--- src/rtl/text_pixel_gen.sv ---
// Pixel generator for 640x480 VGA: renders "HELLO WORLD" plus a blinking block cursor
// from an internal 8x16 font, with a 3-stage pipeline and sync outputs delayed to match.
module text_pixel_gen #(
    parameter int unsigned TEXT_X0      = 256,
    parameter int unsigned TEXT_Y0      = 232,
    parameter int unsigned SCALE_LOG2   = 1,
    parameter int unsigned NUM_CHARS    = 11,
    parameter int unsigned BLINK_FRAMES = 30,
    parameter logic [11:0] FG_RGB       = 12'hFFF,
    parameter logic [11:0] BG_RGB       = 12'h000
) (
    input  logic        clk_100MHz,
    input  logic        reset_n,
    input  logic        p_tick,
    input  logic        video_on,
    input  logic        hsync_in,
    input  logic        vsync_in,
    input  logic [9:0]  x,
    input  logic [9:0]  y,
    output logic        hsync,
    output logic        vsync,
    output logic [11:0] rgb,
    output logic        frame_start
);

    localparam int unsigned BOX_W  = ((NUM_CHARS + 1) * 8) << SCALE_LOG2;
    localparam int unsigned BOX_H  = 16 << SCALE_LOG2;
    localparam int unsigned CELL_W = $clog2(NUM_CHARS + 1);
    localparam int unsigned CNT_W  = (BLINK_FRAMES > 1) ? $clog2(BLINK_FRAMES) : 1;

    typedef enum logic [3:0] {
        G_SPACE, G_H, G_E, G_L, G_O, G_W, G_R, G_D, G_CURSOR
    } glyph_t;

    // Glyph bitmaps, row 0 in the top byte
    localparam logic [127:0] FONT_H = 128'h0000_C6C6_C6C6_FEC6_C6C6_C6C6_0000_0000;
    localparam logic [127:0] FONT_E = 128'h0000_FE66_6268_7868_6062_66FE_0000_0000;
    localparam logic [127:0] FONT_L = 128'h0000_F060_6060_6060_6062_66FE_0000_0000;
    localparam logic [127:0] FONT_O = 128'h0000_7CC6_C6C6_C6C6_C6C6_C67C_0000_0000;
    localparam logic [127:0] FONT_W = 128'h0000_C6C6_C6C6_D6D6_D6FE_EE6C_0000_0000;
    localparam logic [127:0] FONT_R = 128'h0000_FC66_6666_7C6C_6666_66E6_0000_0000;
    localparam logic [127:0] FONT_D = 128'h0000_F86C_6666_6666_6666_6CF8_0000_0000;

    function automatic logic [7:0] font_row(input glyph_t g, input logic [3:0] r);
        logic [127:0] bm;
        case (g)
            G_H:      bm = FONT_H;
            G_E:      bm = FONT_E;
            G_L:      bm = FONT_L;
            G_O:      bm = FONT_O;
            G_W:      bm = FONT_W;
            G_R:      bm = FONT_R;
            G_D:      bm = FONT_D;
            G_CURSOR: bm = '1;
            default:  bm = '0;
        endcase
        return bm[(15 - r) * 8 +: 8];
    endfunction

    // Stage 1: box-relative coordinates
    logic [10:0]       dx, dy;
    logic              in_box_c;
    logic [CELL_W-1:0] s1_cell;
    logic [2:0]        s1_col;
    logic [3:0]        s1_row;
    logic              s1_in_box, s1_von, s1_hs, s1_vs;

    assign dx       = {1'b0, x} - 11'(TEXT_X0);
    assign dy       = {1'b0, y} - 11'(TEXT_Y0);
    assign in_box_c = (dx < 11'(BOX_W)) && (dy < 11'(BOX_H));

    always_ff @(posedge clk_100MHz or negedge reset_n) begin
        if (!reset_n) begin
            s1_cell   <= '0;
            s1_col    <= '0;
            s1_row    <= '0;
            s1_in_box <= 1'b0;
            s1_von    <= 1'b0;
            s1_hs     <= 1'b0;
            s1_vs     <= 1'b0;
        end else if (p_tick) begin
            s1_cell   <= dx[3 + SCALE_LOG2 +: CELL_W];
            s1_col    <= dx[SCALE_LOG2 +: 3];
            s1_row    <= dy[SCALE_LOG2 +: 4];
            s1_in_box <= in_box_c;
            s1_von    <= video_on;
            s1_hs     <= hsync_in;
            s1_vs     <= vsync_in;
        end
    end

    // Stage 2: string ROM then font ROM
    glyph_t glyph;

    always_comb begin
        glyph = G_SPACE;
        case (32'(s1_cell))
            0:       glyph = G_H;
            1:       glyph = G_E;
            2, 3:    glyph = G_L;
            4:       glyph = G_O;
            5:       glyph = G_SPACE;
            6:       glyph = G_W;
            7:       glyph = G_O;
            8:       glyph = G_R;
            9:       glyph = G_L;
            10:      glyph = G_D;
            default: glyph = G_SPACE;
        endcase
        if (s1_cell == CELL_W'(NUM_CHARS))
            glyph = G_CURSOR;
    end

    logic [7:0] s2_byte;
    logic [2:0] s2_col;
    logic       s2_cursor, s2_in_box, s2_von, s2_hs, s2_vs;

    always_ff @(posedge clk_100MHz or negedge reset_n) begin
        if (!reset_n) begin
            s2_byte   <= '0;
            s2_col    <= '0;
            s2_cursor <= 1'b0;
            s2_in_box <= 1'b0;
            s2_von    <= 1'b0;
            s2_hs     <= 1'b0;
            s2_vs     <= 1'b0;
        end else if (p_tick) begin
            s2_byte   <= font_row(glyph, s1_row);
            s2_col    <= s1_col;
            s2_cursor <= (glyph == G_CURSOR);
            s2_in_box <= s1_in_box;
            s2_von    <= s1_von;
            s2_hs     <= s1_hs;
            s2_vs     <= s1_vs;
        end
    end

    // Stage 3: pixel select, cursor gating, blanking
    logic blink;
    logic pix;

    assign pix = s2_byte[3'd7 - s2_col] & (~s2_cursor | blink);

    always_ff @(posedge clk_100MHz or negedge reset_n) begin
        if (!reset_n) begin
            rgb   <= '0;
            hsync <= 1'b0;
            vsync <= 1'b0;
        end else if (p_tick) begin
            rgb   <= !s2_von ? '0 : (s2_in_box && pix) ? FG_RGB : BG_RGB;
            hsync <= s2_hs;
            vsync <= s2_vs;
        end
    end

    // Frame edge detect and blink timing run every clk, independent of p_tick
    logic             vs_d;
    logic [CNT_W-1:0] frame_cnt;

    assign frame_start = vsync_in & ~vs_d & reset_n;

    always_ff @(posedge clk_100MHz or negedge reset_n) begin
        if (!reset_n) begin
            vs_d      <= 1'b0;
            frame_cnt <= '0;
            blink     <= 1'b0;
        end else begin
            vs_d <= vsync_in;
            if (frame_start) begin
                if (frame_cnt == CNT_W'(BLINK_FRAMES - 1)) begin
                    frame_cnt <= '0;
                    blink     <= ~blink;
                end else begin
                    frame_cnt <= frame_cnt + CNT_W'(1);
                end
            end
        end
    end

endmodule
--- config.mk ---
export PLATFORM = sky130hd
export DESIGN_NAME = text_pixel_gen
export DESIGN_NICKNAME = d
export VERILOG_FILES = /design/src/rtl/text_pixel_gen.sv
export SDC_FILE = /design/constraint.sdc
export NUM_CORES = 1
export LEC_CHECK = 0
export BUFFER_PORTS_ARGS = -buffer_cell sky130_fd_sc_hd__buf_2
export CAP_MARGIN = 20
export CORE_MARGIN = 3
export CORE_UTILIZATION = 45
export DETAILED_ROUTE_END_ITERATION = 8
export GPL_ROUTABILITY_DRIVEN = 0
export MAX_ROUTING_LAYER = met4
export PLACE_DENSITY = 0.72
export SYNTH_ARGS = -nofsm -noshare
export SYNTH_HDL_FRONTEND = slang
export SYNTH_SLANG_ARGS = --single-unit
--- constraint.sdc ---
create_clock -name clk_100MHz -period 6.6 [get_ports clk_100MHz]
set_clock_uncertainty 0.15 [all_clocks]
set_input_delay 0.66 -clock clk_100MHz [delete_from_list [all_inputs] [get_ports clk_100MHz]]
set_output_delay 0.66 -clock clk_100MHz [all_outputs]
set_load 0.02 [all_outputs]
==> results of run 1 <==
[worst max path at each step]
stage | startpoint | endpoint | slack, ps | cells after the start
after floorplan | s1_cell[0] | s2_byte[5] | 3770 | 12
after CTS | s1_cell[0] | s2_byte[5] | 3070 | 11
after global placement | s1_cell[0] | s2_byte[5] | 3140 | 11
after detailed placement | s1_cell[0] | s2_byte[5] | 3100 | 11
after global routing | s1_cell[0] | s2_byte[5] | 2820 | 11
final | s1_cell[0] | s2_byte[5] | 3030 | 11
[worst max-delay path, stage by stage (launching register included)]
cell,delay [ps]
dfrtp_1,380
ha_1,350
and3b_1,480
nor2_1,190
inv_1,160
ha_1,250
nand4b_1,460
o21ai_2,280
nor2_4,50
or4_4,500
o211ai_2,80
o221a_1,190
[power by group]
group	internal, mW	switching, mW
Sequential	0.283	0.0401
Clock	0.114	0.0897
Combinational	0.101	0.124
Total	0.497	0.254
[registers in the layout (all words and copies together) (netlist names)]
| name | flops |
|---|---|
| blink | 1 |
| frame_cnt | 5 |
| hsync | 1 |
| rgb | 1 |
| s1_cell | 4 |
| s1_col | 3 |
| s1_hs | 1 |
| s1_in_box | 1 |
| s1_row | 4 |
| s1_von | 1 |
| s1_vs | 1 |
| s2_byte | 8 |
| s2_col | 3 |
| s2_hs | 1 |
| s2_in_box | 1 |
| s2_von | 1 |
| s2_vs | 1 |
| vs_d | 1 |
| vsync | 1 |
[kinds of logic (layout without fill, tap and decap cells)]
logic type	after synthesis	after routing	synth area share [%]
compound gates	95	95	22.6
simple gates	86	86	16.7
buf+inv	49	68	8.46
flops	40	40	35.3
mux	24	24	10.0
fa+ha+maj	15	15	6.61
xor+xnor	1	1	0.309
[per-layer routing]
metal  wire length (um)  part of all wire (%)  track usage (%)  vias up
li1                   -                     -                -     1171
met1               2860                    47             24.7     1092
met2               2660                    43             25.1      136
met3                478                   7.8             3.30       16
met4                121                   2.0             7.19        0
met5                  0                     0                -        -
[cell type report]
class / count / area [um2]
clock buffers: 5 / 68.8
clock inverters: 3 / 46.3
repair buffers: 39 / 198
multi-input cells: 221 / 1600
well taps: 75 / 93.8
inverters: 21 / 78.8
fillers: 560 / 2940
flip-flops and latches: 40 / 1000
[cells in the final DEF (no fill, tap or decap), types with 3 or more instances in the layout]
cell type / Yosys / final
nand2_1: 28 / 28
nand3_1: 7 / 7
nand4b_1: 3 / 3
ha_1: 15 / 15
nand2b_1: 3 / 3
nor2_1: 13 / 13
mux2_2: 16 / 16
a31oi_1: 5 / 5
clkbuf_8: 0 / 5
dfrtp_1: 40 / 40
nand4_1: 3 / 3
nor3_1: 7 / 7
o2111ai_1: 4 / 4
or2_2: 4 / 4
o21ai_0: 30 / 30
a21oi_1: 16 / 16
inv_1: 21 / 21
o31ai_1: 3 / 3
o211ai_1: 5 / 5
mux2i_1: 6 / 6
buf_2: 6 / 38
a211oi_1: 4 / 4
o22ai_1: 7 / 7
[Yosys cell counts, drive strengths merged (5+ instances only)]
| master | n |
|---|---|
| buf | 21 |
| mux2i | 6 |
| nor3 | 7 |
| nand2 | 28 |
| o211ai | 6 |
| o22ai | 7 |
| nand3 | 7 |
| a21oi | 16 |
| clkbuf | 7 |
| inv | 21 |
| ha | 15 |
| a31oi | 5 |
| nor2 | 14 |
| mux2 | 16 |
| o21ai | 32 |
| dfrtp | 40 |
==> metrics.json, run 1 <==
{
  "pin_count": {"value": 41},
  "cts.clk_slew.worst_paths": {"value": 80, "unit": "ps"},
  "fp-row-count": {"value": 28},
  "vias": {"value": 2415},
  "detail_route.vias_per_cell": {"value": 5.98},
  "total_power": {"value": 0.752, "unit": "mW"},
  "worst-endpoint-arrival": {"value": 3660, "unit": "ps"},
  "power.leakage": {"value": 1.36, "unit": "nW"},
  "timing.final.crit_share": {"value": 54.1, "unit": "%"},
  "dp_hpwl": {"value": 4440, "unit": "um"},
  "track_usage": {"value": 17.7, "unit": "%"},
  "postCtsResizedCells": {"value": 0},
  "cellPowerDensity": {"value": 244, "unit": "nW/um2"},
  "slew_violations": {"value": 0},
  "final_hold_violations": {"value": 0},
  "finalSetupViolations": {"value": 0},
  "netlist.area_leader.share": {"value": 35.3, "unit": "%"},
  "clock_tree.buffer_depth": {"value": 2},
  "port-buffer-count": {"value": 38},
  "tritoncts_clock_tree": {"value": "done"},
  "highest_clock_frequency_the_design_can_meet": {"value": 280, "unit": "MHz"},
  "cts_post_setup_buffers_inserted": {"value": 0},
  "grt_pass1_wl": {"value": 10300, "unit": "um"},
  "ys_ff_latch": {"value": 40},
  "overflow": {"value": 0},
  "fin_tns_setup": {"value": 0, "unit": "ps"},
  "cts_root_buffer": {"value": "clkbuf_8"},
  "clock_insertion_delay_worst_skew": {"value": 300, "unit": "ps"},
  "dieWidth": {"value": 85.4, "unit": "um"},
  "vdd_ir_drop_max": {"value": 0.220, "unit": "mV"},
  "post-route-worst-setup-slack": {"value": 3030, "unit": "ps"},
  "synth_flop_cell": {"value": "dfrtp_1"},
  "post-route-drc-count": {"value": 0},
  "finish.instance_area": {"value": 3080, "unit": "um2"},
  "dp.cells": {"value": 395},
  "crit_path_max_fanout": {"value": 11},
  "grt_max_degree": {"value": 47},
  "synth.net_count": {"value": 351},
  "wl_per_cell": {"value": 15.1, "unit": "um"},
  "cp_data_required_time": {"value": 6690, "unit": "ps"},
  "unrepaired_setup_endpoints_after_global_routing": {"value": "no"},
  "synth.cell_area": {"value": 2840, "unit": "um2"},
  "slew_headroom": {"value": 42.8, "unit": "%"},
  "hold_buffers": {"value": 0},
  "placed_area": {"value": 2960, "unit": "um2"},
  "clock_tree.htree_level_count": {"value": 2},
  "postSynthCellCount": {"value": 310},
  "synth.avg_cell_area": {"value": 9.16, "unit": "um2"},
  "areaGrowthSynthToFinish": {"value": 8.64, "unit": "%"},
  "dp_slack": {"value": 3100, "unit": "ps"},
  "max_slew.worst_pin.slew": {"value": 858, "unit": "ps"},
  "finalNonFillerCells": {"value": 404},
  "crit_path_end_kind": {"value": "flip-flop"},
  "type_of_the_setup_path_with_the_least_slack": {"value": "reg2reg"},
  "antenna-diode-count": {"value": 0},
  "hold_class": {"value": "in2async"},
  "timing.rr.end": {"value": "s2_byte[5]"},
  "ff2ff_path_depth": {"value": 11},
  "yosysSeqAreaShare": {"value": 35.3, "unit": "%"},
  "clock_sink_count": {"value": 40},
  "synth_enable_flop_cells": {"value": 0},
  "initial_utilization": {"value": 47.1, "unit": "%"},
  "regToRegSetupSlack": {"value": 3030, "unit": "ps"},
  "initial_antenna_violation_count": {"value": 0},
  "synth-warning-count": {"value": 0},
  "initialDrtViolationCount": {"value": 403},
  "cell_type_contributing_the_most_total_cell_area_after_synthesis": {"value": "dfrtp_1"},
  "max-cap-violations": {"value": 0},
  "dr.pass1.iters": {"value": 5},
  "layout-drive-gt1-share": {"value": 24.6, "unit": "%"},
  "wl": {"value": 6110, "unit": "um"},
  "status": {"value": "complete, no violations"},
  "first_global_vias": {"value": 2205},
  "type_of_origin_of_the_critical_path": {"value": "flip-flop"},
  "leading_post_synthesis_cells_by_cell_area": {"value": "dfrtp_1, ha_1, mux2_2, o21ai_0, nand2_1"},
  "fin_nets": {"value": 369},
  "rr_startpoint": {"value": "s1_cell[0]"},
  "hold_ws": {"value": 312, "unit": "ps"},
  "yosys.cell_types.count": {"value": 62},
  "tritoncts.num_buffers": {"value": 5},
  "antenna_violating_nets_post_route": {"value": 0},
  "design.die.area": {"value": 7300, "unit": "um2"},
  "async_flop_share": {"value": 100, "unit": "%"},
  "post-route-min-period": {"value": 3570, "unit": "ps"},
  "die-height": {"value": 85.4, "unit": "um"},
  "postLayoutCoreUtil": {"value": 51.2, "unit": "%"},
  "coreArea": {"value": 6030, "unit": "um2"}
}
(Power assumes the default switching activity.)
==> run 2: changes to the inputs <==
- PLACE_DENSITY: 0.72 -> 0.75
- clock period: 6.6 -> 2.97 ns (I/O delays scaled with it)
==> run 2 against run 1 <==
- cell area grew 4.8%
- sequential power is 120% higher
- cell count is 3.7% higher
- first-iteration DRC count is 0.25% lower
- non-clock buffer count rose by 16
- largest power group unchanged
- highest routed layer unchanged
==> metrics.json, run 2 (same netlist as run 1, synthesis figures left out) <==
{
  "layout_top_registers": {"value": "s2_byte x8, frame_cnt x5"},
  "highest_clock_frequency_the_design_can_meet": {"value": 357, "unit": "MHz", "change": "+28%"},
  "fin_nets": {"value": 385, "change": "+4.3%"},
  "antenna-diode-count": {"value": 0, "change": "unchanged"},
  "dp.cells": {"value": 409, "change": "+3.5%"},
  "cp_top_family": {"value": "compound AO/OA/AOI/OAI gates"},
  "regToRegSetupSlack": {"value": 170, "unit": "ps", "change": "-2860 ps"},
  "switching_power": {"value": 0.560, "unit": "mW", "change": "+120%"},
  "final_hold_violations": {"value": 0, "change": "unchanged"},
  "initial_antenna_violation_count": {"value": 0, "change": "unchanged"},
  "die-height": {"value": 85.4, "unit": "um", "change": "unchanged"},
  "placed_area": {"value": 3070, "unit": "um2", "change": "+3.5%"},
  "wl": {"value": 6380, "unit": "um", "change": "+4.4%"},
  "register_bank_with_the_most_flops": {"value": "s2_byte"},
  "detail_route.vias_per_cell": {"value": 5.97, "change": "-0.19%"},
  "cts.clk_slew.worst_paths": {"value": 80, "unit": "ps", "change": "about the same"},
  "type_of_origin_of_the_critical_path": {"value": "flip-flop"},
  "sw_frac_of_total": {"value": 31.7, "unit": "%", "change": "-2.2 points"},
  "power.internal": {"value": 1.21, "unit": "mW", "change": "+140%"},
  "min_path_cells": {"value": 3},
  "grt_met1_usage": {"value": 25.6, "unit": "%", "change": "+0.86 points"},
  "cts_root_buffer": {"value": "clkbuf_8"},
  "initial_utilization": {"value": 47.1, "unit": "%", "change": "unchanged"},
  "power_frac_comb": {"value": 30.9, "unit": "%", "change": "+0.9 points"},
  "dieWidth": {"value": 85.4, "unit": "um", "change": "unchanged"},
  "max-cap-violations": {"value": 0, "change": "unchanged"},
  "total_power": {"value": 1.77, "unit": "mW", "change": "+140%"},
  "vdd_ir_drop_max": {"value": 0.302, "unit": "mV", "change": "+38%"},
  "clock_sink_count": {"value": 40, "change": "unchanged"},
  "areaGrowthSynthToFinish": {"value": 13.9, "unit": "%"},
  "grtUsageMet2": {"value": 28.2, "unit": "%", "change": "+3.0 points"},
  "grt_max_degree": {"value": 41, "change": "-13%"},
  "post-route-drc-count": {"value": 0, "change": "unchanged"},
  "first_global_vias": {"value": 2353, "change": "+6.7%"},
  "initialDrtViolationCount": {"value": 402, "change": "-0.25%"},
  "cellPowerDensity": {"value": 547, "unit": "nW/um2", "change": "+120%"},
  "pin_count": {"value": 41, "change": "unchanged"},
  "grt_pass1_wl": {"value": 10900, "unit": "um", "change": "+6.3%"},
  "antenna_violating_nets_post_route": {"value": 0, "change": "unchanged"},
  "power.leakage": {"value": 1.44, "unit": "nW", "change": "+6.3%"},
  "critical_path.most_common_cell": {"value": "inv_1"},
  "wl_per_cell": {"value": 15.2, "unit": "um", "change": "+0.65%"},
  "rr_startpoint": {"value": "s1_cell[0]"},
  "fp-row-count": {"value": 28, "change": "unchanged"},
  "dr.pass1.iters": {"value": 5, "change": "unchanged"},
  "most-common-layout-cells": {"value": "dfrtp_1, buf_2, o21ai_0"},
  "clock_tree.htree_level_count": {"value": 2, "change": "unchanged"},
  "design.die.area": {"value": 7300, "unit": "um2", "change": "unchanged"},
  "grt-busiest-layer": {"value": "met2"},
  "fin_tns_setup": {"value": 0, "unit": "ps", "change": "unchanged"},
  "mostFrequentLayoutCell": {"value": "dfrtp_1"},
  "crit_path_end_kind": {"value": "flip-flop"},
  "timing.final.crit_share": {"value": 94.2, "unit": "%", "change": "+40 points"},
  "worst-endpoint-arrival": {"value": 2880, "unit": "ps", "change": "-780 ps"},
  "finalSetupViolations": {"value": 0, "change": "unchanged"},
  "clock_power_share": {"value": 29.1, "unit": "%", "change": "+2.0 points"},
  "unrepaired_setup_endpoints_after_global_routing": {"value": "no"},
  "finalNonFillerCells": {"value": 419, "change": "+3.7%"},
  "power_share_of_the_sequential_group": {"value": 40.0, "unit": "%", "change": "-3.0 points"},
  "finish.instance_area": {"value": 3230, "unit": "um2", "change": "+4.8%"},
  "clock_tree.buffer_depth": {"value": 2, "change": "unchanged"},
  "status": {"value": "complete, no violations"},
  "vias": {"value": 2500, "change": "+3.5%"},
  "critPathMaxStageDelay": {"value": 500, "unit": "ps", "change": "about the same"},
  "slew_headroom": {"value": 57.9, "unit": "%", "change": "+15 points"},
  "hold_class": {"value": "in2reg"},
  "slew_violations": {"value": 0, "change": "unchanged"},
  "timing.rr.end": {"value": "s2_byte[3]"},
  "cp_data_required_time": {"value": 3060, "unit": "ps", "change": "-3630 ps"},
  "dp_hpwl": {"value": 4800, "unit": "um", "change": "+8.0%"},
  "tritoncts_clock_tree": {"value": "done"},
  "clock_insertion_delay_worst_skew": {"value": 290, "unit": "ps", "change": "about the same"},
  "tritoncts.num_buffers": {"value": 5, "change": "unchanged"},
  "max_slew.worst_pin.slew": {"value": 625, "unit": "ps", "change": "-233 ps"},
  "use_met3": {"value": 3.59, "unit": "%", "change": "+0.29 points"},
  "coreArea": {"value": 6030, "unit": "um2", "change": "unchanged"},
  "largest_reg_flops": {"value": 8, "change": "unchanged"},
  "type_of_the_setup_path_with_the_least_slack": {"value": "reg2reg"},
  "post-route-min-period": {"value": 2800, "unit": "ps", "change": "-772 ps"},
  "critPathBufInv": {"value": 3, "change": "+2"},
  "crit_path_max_fanout": {"value": 4, "change": "-7"},
  "ff2ff_path_depth": {"value": 12, "change": "+1"},
  "overflow": {"value": 0, "change": "unchanged"},
  "port-buffer-count": {"value": 38, "change": "unchanged"},
  "cp_max_stage_cell": {"value": "or4_1"},
  "min-delay-start": {"value": "y[2]"},
  "track_usage": {"value": 18.6, "unit": "%", "change": "+0.94 points"},
  "crit_path_cell_trace": {"value": "inv_1 -> ha_1 -> nand2b_1 -> a32oi_2 -> nor2_1 -> inv_2 -> ha_2 -> inv_1 -> or4_1 -> a41o_1 -> a2bb2oi_2 -> o311a_1"},
  "layout-drive-gt1-share": {"value": 28.2, "unit": "%", "change": "+3.6 points"},
  "hold_path_end": {"value": "s1_row[1]"}
}
## run 2: metrics by stage
| step | hold slack, ps | util [%] | worst slack (ps) |
|---|---|---|---|
| detailed placement | 263 | 50.9 | -12.4 |
| floorplan | -149 | - | 137 |
| CTS | 65.5 | 53.5 | 35.6 |
| global placement | 267 | 50.9 | 147 |
| global route | 80.7 | 53.7 | 3.39 |
| finish | 67.4 | 53.7 | 172 |
## run 2: power groups by stage
stage	Combinational (mW)	Sequential [mW]	Clock (mW)
after detailed placement	0.529	0.718	0
after floorplan	0.394	0.695	0
after CTS	0.537	0.708	0.520
after global routing	0.610	0.723	0.537
final	0.546	0.708	0.515
after global placement	0.515	0.714	0
## run 2: worst max-delay path by stage
stage                           from         end  slack, ps  depth (start not counted)
after floorplan           s1_cell[0]  s2_byte[5]        140                         12
after global placement    s1_cell[0]  s2_byte[3]        150                         12
after detailed placement  s1_cell[0]  s2_byte[3]        -10                         12
after CTS                 s1_cell[0]  s2_byte[3]         40                         12
after global routing      s1_cell[0]  s2_byte[5]          3                         13
final                     s1_cell[0]  s2_byte[3]        170                         12
## run 2: worst min-delay path, stage by stage
cell,delay (ps)
buf_2,70
nand2_1,40
o21ai_0,60
## run 2: area by class of cell
class | instances | area, um2
multi-input cells | 221 | 1610
clock inverters | 2 | 60.1
well taps | 75 | 93.8
repair buffers | 55 | 323
fillers | 568 | 2790
inverters | 21 | 78.8
clock buffers | 5 | 68.8
flip-flops and latches | 40 | 1000
## run 2: repair_timing
action	CTS	global route
hold buffers	2	0
gates cloned	0	0
resized for setup	1	2
endpoints found under the setup margin	1	4
buffers inserted	0	1
endpoints found under the hold margin	41	0
## run 2: routing by layer
metal | part of all wire, % | wire (um)
met5 | 0 | 0
met4 | 1.8 | 112
met3 | 7.1 | 455
met2 | 45 | 2890
met1 | 46 | 2930
